File: src/rtl/flac_pkg.sv
// Types and constants shared by the FLAC fixed-predictor encoder and decoder:
// FSM state encoding, predictor order and Rice parameter limits.
package flac_pkg;

    localparam int SAMPLE_W_DEF = 16;
    localparam int RES_W_DEF    = 21;

    localparam logic [2:0] ORDER_MAX = 3'd4;
    localparam logic [3:0] RICE_MAX  = 4'd14;

    typedef enum logic [2:0] {
        ST_IDLE,
        ST_WARMUP,
        ST_PREDICT,
        ST_UNARY,
        ST_BINARY,
        ST_FLUSH,
        ST_DONE
    } enc_state_e;

    function automatic logic [2:0] clamp_order(input logic [2:0] order);
        return (order > ORDER_MAX) ? ORDER_MAX : order;
    endfunction

    function automatic logic [3:0] clamp_rice(input logic [3:0] k);
        return (k > RICE_MAX) ? RICE_MAX : k;
    endfunction

endpackage

File: src/rtl/fixed_residual_encoder_if.sv
// Sample input / RAM write bus of the fixed-residual encoder; the host drives
// the master side, the encoder sits on the slave side.
interface fixed_residual_encoder_if #(
    parameter int SAMPLE_W = 16,
    parameter int ADDR_W   = 16
);
    logic                iEnable;
    logic                iStart;
    logic [2:0]          iOrder;
    logic [3:0]          iRiceParam;
    logic [15:0]         iBlockSize;
    logic [SAMPLE_W-1:0] iSample;
    logic                iSampleValid;
    logic                oSampleReady;
    logic [15:0]         oWriteData;
    logic [ADDR_W-1:0]   oWriteAddr;
    logic                oWriteEnable;
    logic                oDone;

    modport master (
        output iEnable, iStart, iOrder, iRiceParam, iBlockSize, iSample, iSampleValid,
        input  oSampleReady, oWriteData, oWriteAddr, oWriteEnable, oDone
    );

    modport slave (
        input  iEnable, iStart, iOrder, iRiceParam, iBlockSize, iSample, iSampleValid,
        output oSampleReady, oWriteData, oWriteAddr, oWriteEnable, oDone
    );
endinterface

File: src/rtl/rice_bit_packer.sv
// MSB-first bit packer: appends up to 16 bits per cycle to a left-justified
// 32-bit accumulator and releases a 16-bit word whenever one is complete.
module rice_bit_packer (
    input  logic        clk,
    input  logic        rst_n,
    input  logic        en,
    input  logic [15:0] bits,
    input  logic [4:0]  len,
    input  logic        valid,
    input  logic        flush,
    output logic [15:0] word,
    output logic        word_valid,
    output logic        drain_pending,
    output logic        empty_after
);
    logic [31:0] acc_q, acc_d;
    logic [5:0]  fill_q, fill_d;
    logic [5:0]  fill_after;
    logic [5:0]  shamt;

    // At most 16 bits arrive per cycle and 16 leave whenever fill >= 16,
    // so the fill never exceeds 31 and one word per cycle always keeps up.
    assign drain_pending = (fill_q >= 6'd16);
    assign word_valid    = en && (drain_pending || (flush && fill_q != 6'd0));
    assign word          = acc_q[31:16];
    assign fill_after    = word_valid ? (drain_pending ? fill_q - 6'd16 : 6'd0) : fill_q;
    assign empty_after   = (fill_after == 6'd0);
    assign shamt         = 6'd32 - fill_after - {1'b0, len};

    // NOTE: every always_comb output gets a default first, so no path can
    // leave it unassigned and infer a latch.
    always_comb begin
        acc_d  = word_valid ? {acc_q[15:0], 16'h0000} : acc_q;
        fill_d = fill_after;
        if (valid && len != 5'd0) begin
            acc_d  = acc_d | ({16'h0000, bits} << shamt);
            fill_d = fill_after + {1'b0, len};
        end
    end

    // NOTE: sequential state is updated with non-blocking assignments only,
    // so every flop samples the pre-edge values regardless of block order.
    always_ff @(posedge clk or negedge rst_n) begin
        if (!rst_n) begin
            acc_q  <= '0;
            fill_q <= '0;
        end else if (en) begin
            acc_q  <= acc_d;
            fill_q <= fill_d;
        end
    end

endmodule

File: src/rtl/fixed_residual_encoder.sv
// FLAC fixed-predictor encoder: writes warm-up samples verbatim, then the
// Rice-coded residuals of the remaining samples as packed 16-bit RAM words.
module fixed_residual_encoder
    import flac_pkg::*;
#(
    parameter int SAMPLE_W = SAMPLE_W_DEF,
    parameter int ADDR_W   = 16,
    parameter int RES_W    = RES_W_DEF
) (
    input logic                      iClock,
    input logic                      iReset,
    fixed_residual_encoder_if.slave  bus
);
    enc_state_e                 state_q, state_d;
    logic [2:0]                 order_q, order_d;
    logic [3:0]                 k_q, k_d;
    logic [15:0]                bsize_q, bsize_d;
    logic [15:0]                cnt_q, cnt_d;
    logic [ADDR_W-1:0]          addr_q, addr_d;
    logic signed [SAMPLE_W-1:0] hist_q [4];
    logic signed [SAMPLE_W-1:0] hist_d [4];
    logic [RES_W:0]             q_rem_q, q_rem_d;
    logic [15:0]                b_q, b_d;
    logic                       we_q, we_d;
    logic [15:0]                wdata_q, wdata_d;
    logic [ADDR_W-1:0]          waddr_q, waddr_d;
    logic                       done_q, done_d;
    logic                       sample_ready;

    logic signed [RES_W-1:0] h1, h2, h3, h4, x_ext, pred, res;
    logic [RES_W:0]          u_val, q_val, q_left;
    logic [15:0]             b_val;
    logic [4:0]              emit;
    logic [15:0]             cnt_next;
    logic [ADDR_W-1:0]       addr_next;

    logic [15:0] pk_bits, pk_word;
    logic [4:0]  pk_len;
    logic        pk_valid, pk_flush, pk_word_valid, pk_drain_pending, pk_empty_after;

    assign h1    = RES_W'(hist_q[0]);
    assign h2    = RES_W'(hist_q[1]);
    assign h3    = RES_W'(hist_q[2]);
    assign h4    = RES_W'(hist_q[3]);
    assign x_ext = RES_W'($signed(bus.iSample));

    always_comb begin
        case (order_q)
            3'd0:    pred = '0;
            3'd1:    pred = h1;
            3'd2:    pred = (h1 <<< 1) - h2;
            3'd3:    pred = (h1 <<< 1) + h1 - (h2 <<< 1) - h2 + h3;
            default: pred = (h1 <<< 2) - (h2 <<< 2) - (h2 <<< 1) + (h3 <<< 2) - h4;
        endcase
    end

    // Zigzag folds the sign into the LSB: r >= 0 -> 2r, r < 0 -> -2r-1.
    assign res       = x_ext - pred;
    assign u_val     = {res, 1'b0} ^ {(RES_W + 1){res[RES_W-1]}};
    assign q_val     = u_val >> k_q;
    assign b_val     = u_val[15:0] & ((16'd1 << k_q) - 16'd1);
    assign emit      = (q_rem_q > (RES_W + 1)'(16)) ? 5'd16 : q_rem_q[4:0];
    assign q_left    = q_rem_q - {{(RES_W - 4){1'b0}}, emit};
    assign cnt_next  = cnt_q + 16'd1;
    assign addr_next = addr_q + ADDR_W'(1);
    assign pk_flush  = bus.iEnable && (state_q == ST_FLUSH);

    rice_bit_packer u_packer (
        .clk           (iClock),
        .rst_n         (iReset),
        .en            (bus.iEnable),
        .bits          (pk_bits),
        .len           (pk_len),
        .valid         (pk_valid),
        .flush         (pk_flush),
        .word          (pk_word),
        .word_valid    (pk_word_valid),
        .drain_pending (pk_drain_pending),
        .empty_after   (pk_empty_after)
    );

    always_comb begin
        state_d      = state_q;
        order_d      = order_q;
        k_d          = k_q;
        bsize_d      = bsize_q;
        cnt_d        = cnt_q;
        addr_d       = addr_q;
        hist_d       = hist_q;
        q_rem_d      = q_rem_q;
        b_d          = b_q;
        we_d         = 1'b0;
        wdata_d      = wdata_q;
        waddr_d      = waddr_q;
        done_d       = 1'b0;
        sample_ready = 1'b0;
        pk_bits      = '0;
        pk_len       = '0;
        pk_valid     = 1'b0;

        if (!bus.iEnable) begin
            // Hold a pending write/done strobe; the outputs gate it until resume.
            we_d   = we_q;
            done_d = done_q;
        end else begin
            if (pk_word_valid) begin
                we_d    = 1'b1;
                wdata_d = pk_word;
                waddr_d = addr_q;
                addr_d  = addr_next;
            end
            case (state_q)
                ST_IDLE: begin
                    if (bus.iStart) begin
                        order_d = clamp_order(bus.iOrder);
                        k_d     = clamp_rice(bus.iRiceParam);
                        bsize_d = bus.iBlockSize;
                        cnt_d   = '0;
                        addr_d  = '0;
                        hist_d  = '{default: '0};
                        state_d = (clamp_order(bus.iOrder) != 3'd0) ? ST_WARMUP : ST_PREDICT;
                    end
                end
                ST_WARMUP: begin
                    sample_ready = 1'b1;
                    if (bus.iSampleValid) begin
                        we_d    = 1'b1;
                        wdata_d = bus.iSample;
                        waddr_d = addr_q;
                        addr_d  = addr_next;
                        hist_d  = '{bus.iSample, hist_q[0], hist_q[1], hist_q[2]};
                        cnt_d   = cnt_next;
                        if (cnt_next == {13'd0, order_q})
                            state_d = (cnt_next == bsize_q) ? ST_FLUSH : ST_PREDICT;
                    end
                end
                ST_PREDICT: begin
                    sample_ready = !pk_drain_pending;
                    if (sample_ready && bus.iSampleValid) begin
                        hist_d  = '{bus.iSample, hist_q[0], hist_q[1], hist_q[2]};
                        q_rem_d = q_val;
                        b_d     = b_val;
                        state_d = ST_UNARY;
                    end
                end
                ST_UNARY: begin
                    pk_valid = 1'b1;
                    pk_len   = emit;
                    q_rem_d  = q_left;
                    if (q_left == '0)
                        state_d = ST_BINARY;
                end
                ST_BINARY: begin
                    pk_valid = 1'b1;
                    pk_bits  = (16'd1 << k_q) | b_q;
                    pk_len   = {1'b0, k_q} + 5'd1;
                    cnt_d    = cnt_next;
                    state_d  = (cnt_next == bsize_q) ? ST_FLUSH : ST_PREDICT;
                end
                ST_FLUSH: begin
                    if (pk_empty_after)
                        state_d = ST_DONE;
                end
                ST_DONE: begin
                    done_d  = 1'b1;
                    state_d = ST_IDLE;
                end
                default: state_d = ST_IDLE;
            endcase
        end
    end

    // NOTE: the four-entry history is prediction state, not storage, so it is
    // cleared by reset like every other flop.
    always_ff @(posedge iClock or negedge iReset) begin
        if (!iReset) begin
            state_q <= ST_IDLE;
            order_q <= '0;
            k_q     <= '0;
            bsize_q <= '0;
            cnt_q   <= '0;
            addr_q  <= '0;
            hist_q  <= '{default: '0};
            q_rem_q <= '0;
            b_q     <= '0;
            we_q    <= 1'b0;
            wdata_q <= '0;
            waddr_q <= '0;
            done_q  <= 1'b0;
        end else begin
            state_q <= state_d;
            order_q <= order_d;
            k_q     <= k_d;
            bsize_q <= bsize_d;
            cnt_q   <= cnt_d;
            addr_q  <= addr_d;
            hist_q  <= hist_d;
            q_rem_q <= q_rem_d;
            b_q     <= b_d;
            we_q    <= we_d;
            wdata_q <= wdata_d;
            waddr_q <= waddr_d;
            done_q  <= done_d;
        end
    end

    assign bus.oSampleReady = sample_ready;
    assign bus.oWriteEnable = we_q && bus.iEnable;
    assign bus.oWriteData   = wdata_q;
    assign bus.oWriteAddr   = waddr_q;
    assign bus.oDone        = done_q && bus.iEnable;

endmodule

File: src/flat_wrapper.sv
// flat-port wrapper written by rule: the top's interface ports become plain ports
module fixed_residual_encoder_flat import flac_pkg::*;
#(
    parameter int SAMPLE_W = SAMPLE_W_DEF,
    parameter int ADDR_W   = 16,
    parameter int RES_W    = RES_W_DEF
)
  (iClock, iReset, bus_iEnable, bus_iStart, bus_iOrder, bus_iRiceParam, bus_iBlockSize, bus_iSample, bus_iSampleValid, bus_oSampleReady, bus_oWriteData, bus_oWriteAddr, bus_oWriteEnable, bus_oDone);
  fixed_residual_encoder_if #(.SAMPLE_W(SAMPLE_W), .ADDR_W(ADDR_W)) bus_i ();
  input logic iClock;
  input logic iReset;
  input wire logic [$bits(bus_i.iEnable)-1:0] bus_iEnable;
  input wire logic [$bits(bus_i.iStart)-1:0] bus_iStart;
  input wire logic [$bits(bus_i.iOrder)-1:0] bus_iOrder;
  input wire logic [$bits(bus_i.iRiceParam)-1:0] bus_iRiceParam;
  input wire logic [$bits(bus_i.iBlockSize)-1:0] bus_iBlockSize;
  input wire logic [$bits(bus_i.iSample)-1:0] bus_iSample;
  input wire logic [$bits(bus_i.iSampleValid)-1:0] bus_iSampleValid;
  output wire logic [$bits(bus_i.oSampleReady)-1:0] bus_oSampleReady;
  output wire logic [$bits(bus_i.oWriteData)-1:0] bus_oWriteData;
  output wire logic [$bits(bus_i.oWriteAddr)-1:0] bus_oWriteAddr;
  output wire logic [$bits(bus_i.oWriteEnable)-1:0] bus_oWriteEnable;
  output wire logic [$bits(bus_i.oDone)-1:0] bus_oDone;
  assign bus_i.iEnable = bus_iEnable;
  assign bus_i.iStart = bus_iStart;
  assign bus_i.iOrder = bus_iOrder;
  assign bus_i.iRiceParam = bus_iRiceParam;
  assign bus_i.iBlockSize = bus_iBlockSize;
  assign bus_i.iSample = bus_iSample;
  assign bus_i.iSampleValid = bus_iSampleValid;
  assign bus_oSampleReady = bus_i.oSampleReady;
  assign bus_oWriteData = bus_i.oWriteData;
  assign bus_oWriteAddr = bus_i.oWriteAddr;
  assign bus_oWriteEnable = bus_i.oWriteEnable;
  assign bus_oDone = bus_i.oDone;
  fixed_residual_encoder #(.SAMPLE_W(SAMPLE_W), .ADDR_W(ADDR_W), .RES_W(RES_W)) u_core (.iClock(iClock), .iReset(iReset), .bus(bus_i));
endmodule
File: config.mk
export PLATFORM = sky130hd
export DESIGN_NAME = fixed_residual_encoder_flat
export DESIGN_NICKNAME = d
export VERILOG_FILES = /design/src/rtl/flac_pkg.sv /design/src/rtl/fixed_residual_encoder_if.sv /design/src/rtl/rice_bit_packer.sv /design/src/rtl/fixed_residual_encoder.sv /design/src/flat_wrapper.sv
export SDC_FILE = /design/constraint.sdc
export NUM_CORES = 1
export LEC_CHECK = 0
export CAP_MARGIN = 20
export CELL_PAD_IN_SITES_DETAIL_PLACEMENT = 1
export CELL_PAD_IN_SITES_GLOBAL_PLACEMENT = 1
export CORE_MARGIN = 2
export CORE_UTILIZATION = 44
export CTS_CLUSTER_DIAMETER = 50
export DETAILED_ROUTE_END_ITERATION = 8
export GPL_TIMING_DRIVEN = 0
export PLACE_DENSITY_LB_ADDON = 0.08
export SYNTH_ARGS = -nofsm -noshare
export SYNTH_HDL_FRONTEND = slang
export SYNTH_SLANG_ARGS = --single-unit
File: constraint.sdc
create_clock -name iClock -period 7 [get_ports iClock]
set_clock_uncertainty 0.05 [all_clocks]
set_input_delay 1.4 -clock iClock [delete_from_list [all_inputs] [get_ports iClock]]
set_output_delay 1.4 -clock iClock [all_outputs]
set_load 0.02 [all_outputs]
==> impl_metrics.json <==
{
  "insertion_delay_ps": 580,
  "drive_above_1_share_pct": 19.2,
  "yosys-top-cells-area": "dfrtp_1, ha_1, fa_1",
  "synth_top_family_by_area": "compound AO/OA/AOI/OAI gates",
  "synth_top_cells_by_count": "dfrtp_1, nand2_1, nor2_1, a21oi_1, o21ai_0",
  "ys_types": 109,
  "gp_congestion": 0.894,
  "critPathLaunch": "u_core.h1[1]",
  "core_area_um2": 47400,
  "io_buffers": 78,
  "worst_path_max_delay_cell": "mux4_1",
  "areaGrowthSynthToFinish_pct": 26.6,
  "crit_required_ps": 7400,
  "worst_setup_path_end_kind": "flop",
  "synth_seq_area_share_pct": 27.6,
  "rsz0062_at_grt": "true",
  "hold_buffers": 0,
  "yosysMostFrequentCell": "dfrtp_1",
  "synth_fa_ha_area_share_pct": 14.8,
  "cts.clk_slew.worst_paths_ps": 60,
  "grt_max_degree": 89,
  "antenna_found_initial": 0,
  "firstDrtPassIters": 5,
  "cts_tree": "done",
  "cp.depth": 35,
  "ant_nets": 0,
  "synth-compound-area-share_pct": 22.9,
  "outcome": "complete, but fails checks",
  "ff2ff_setup_slack_ps": -810,
  "synthArstFlopShare_pct": 100,
  "dpl_cell_area_um2": 22900,
  "critPathLaunchType": "flop",
  "synth_xor_area_share_pct": 7.26,
  "reg2reg_depth": 35,
  "grt_pass1_wl_um": 121000,
  "path_class": "reg -> reg",
  "cap_viol_max_count": 0,
  "grt_pass1_vias": 21000,
  "cts_buffer_depth": 3,
  "synth_top_area_share_pct": 27.6,
  "finalNetCount": 2872,
  "wl_per_cell_um": 23.8,
  "critPathCapture": "u_core.q_rem_q[1]",
  "io_pins": 79,
  "yosysTopAreaCell": "dfrtp_1",
  "synth-seq-cells": 232,
  "worst-path-buf-inv": 2,
  "fin_crit_sh_pct": 112,
  "floorplan.die_area_um2": 49600,
  "crit_family": "compound AO/OA/AOI/OAI gates",
  "slowest_delay_ps": 640,
  "synth_fp_nets": 2643,
  "hold_viol_final": 0,
  "start_util_pct": 44.3,
  "placementRows": 80,
  "ys_warn_count": 0,
  "cts_max_level": 2,
  "stdcell_area_um2": 26600,
  "cts_inserted_buffers": 41,
  "cts_root_buf": "clkbuf_16",
  "syn-instance-count": 2394,
  "viasPerCell": 6.06,
  "layout_setup_ws_ps": -813,
  "postSynthAreaPerCell_um2": 8.79,
  "diodes": 0,
  "failed_checks": "setup timing",
  "worst-path-max-fanout": 6,
  "grtUsageTotal_pct": 31.0,
  "hold-worst-slack_ps": 436,
  "die_h_um": 223,
  "muxShareOfSynthArea_pct": 6.44,
  "wirelength_um": 77900,
  "period_minus_slack_ps": 7810,
  "setup_viol": 37,
  "via_count": 19800,
  "synth_edf_count": 0,
  "drc": 0,
  "r2r-end": "u_core.q_rem_q[1]",
  "hp-class": "reg -> reg",
  "synth_ff_type": "dfrtp_1",
  "timing.fmax_ghz": 0.128,
  "cp_data_arrival_time_ps": 8220,
  "yosys.area_share.simple_pct": 16.0,
  "synthesis.area_um2": 21000,
  "tightest_slew_ps": 1180,
  "drt_iter0_markers": 1300,
  "regToRegStartpoint": "u_core.h1[1]",
  "grt_overflow": 0,
  "fp.dieW_um": 223,
  "finalMaxSlewViolations": 0,
  "hpwlAfterDp_um": 57300,
  "critPathMostFrequentCell": "o21ai_2",
  "slew-limit-headroom_pct": 20.8,
  "clock-sinks": 232,
  "utilization_pct": 56.1
}
==> state kept, by name, indices dropped and copies added (netlist names), 4 cells and up <==
register	cells
u_core.u_packer.fill_q	6
u_core.h3	16
u_core.h2	16
u_core.h4	16
u_core.h1	16
u_core.k_q	4
u_core.bus.oWriteData	16
u_core.addr_q	16
u_core.q_rem_q	22
u_core.cnt_q	16
u_core.u_packer.acc_q	32
u_core.bus.oWriteAddr	16
u_core.b_q	16
u_core.bsize_q	16
==> layout by cell type (no fill, tap or decap), types with 77 or more instances in the layout <==
master             n
clkbuf_1         103
buf_4             86
nand2_1          188
o21ai_0          135
clkdlybuf4s50_1   77
dfrtp_1          222
ha_1             109
a21oi_1          141
inv_1            141
nor2_1           178
==> routing by layer <==
metal,global-route usage (%),part of all wire (%)
met5,0,0
met4,9.50,3.1
met3,4.88,4.3
met2,52.3,49
met1,40.8,44
==> cell type report <==
| class | instances | area [um2] |
|---|---|---|
| buffer | 117 | 502 |
| multi-input combinational | 1891 | 15700 |
| fill | 5372 | 20800 |
| clock inverter | 26 | 328 |
| tap | 615 | 769 |
| timing repair buffer | 186 | 1750 |
| sequential | 232 | 5820 |
| clock buffer | 48 | 1130 |
| inverter | 154 | 584 |
==> worst min path at each step <==
stage | to | startpoint | depth (start not counted)
floorplan | u_core.b_q[12] | u_core.b_q[12] | 2
global placement | u_core.we_q | u_core.we_q | 1
detailed placement | u_core.u_packer.acc_q[5] | u_core.u_packer.acc_q[5] | 2
CTS | u_core.u_packer.acc_q[9] | u_core.u_packer.acc_q[9] | 2
global route | u_core.u_packer.acc_q[9] | u_core.u_packer.acc_q[9] | 2
finish | u_core.u_packer.acc_q[9] | u_core.u_packer.acc_q[9] | 2
==> worst reg2reg max path: cells and delay by family, from the launching register on <==
family                     cells  cell delay (ps)
DFF                            1              430
buffers and inverters          2              140
and+or+nand+nor                7             1340
xor gates and xnor gates       4              540
adders and majority gates      5             1810
muxes                          2              910
AOI/OAI and AO/OA             15             2460
==> stage by stage <==
| step | instances | setup TNS (ps) | worst slack, ps |
|---|---|---|---|
| after detailed placement | 3090 | -52710 | -1700 |
| final | 3269 | -23850 | -813 |
| after global routing | 3269 | -34780 | -1080 |
| after floorplan | 2394 | -2160 | -211 |
| after global placement | 3087 | -1405680 | -6820 |
| after CTS | 3234 | -21110 | -722 |
==> cells by family (layout without fill, tap and decap cells) <==
kind of cell / count (synthesis) / in the layout
multiplexers: 110 / 110
adder cells (fa/ha/maj): 205 / 205
other: 1 / 1
XOR/XNOR: 162 / 162
AND/OR/NAND/NOR: 698 / 698
AO/OA/AOI/OAI: 715 / 715
buffers and inverters: 271 / 531
flip-flops: 232 / 232
==> timing repair <==
action / 4_1_cts / 5_1_grt
pin swaps: 108 / 82
cloned: 1 / 0
endpoints found under the setup margin: 37 / 37
setup buffers: 69 / 37
gates resized for setup: 181 / 93
Power is not shown: default switching activity piles up to over one toggle a cycle in this logic, so the estimate is an artifact.
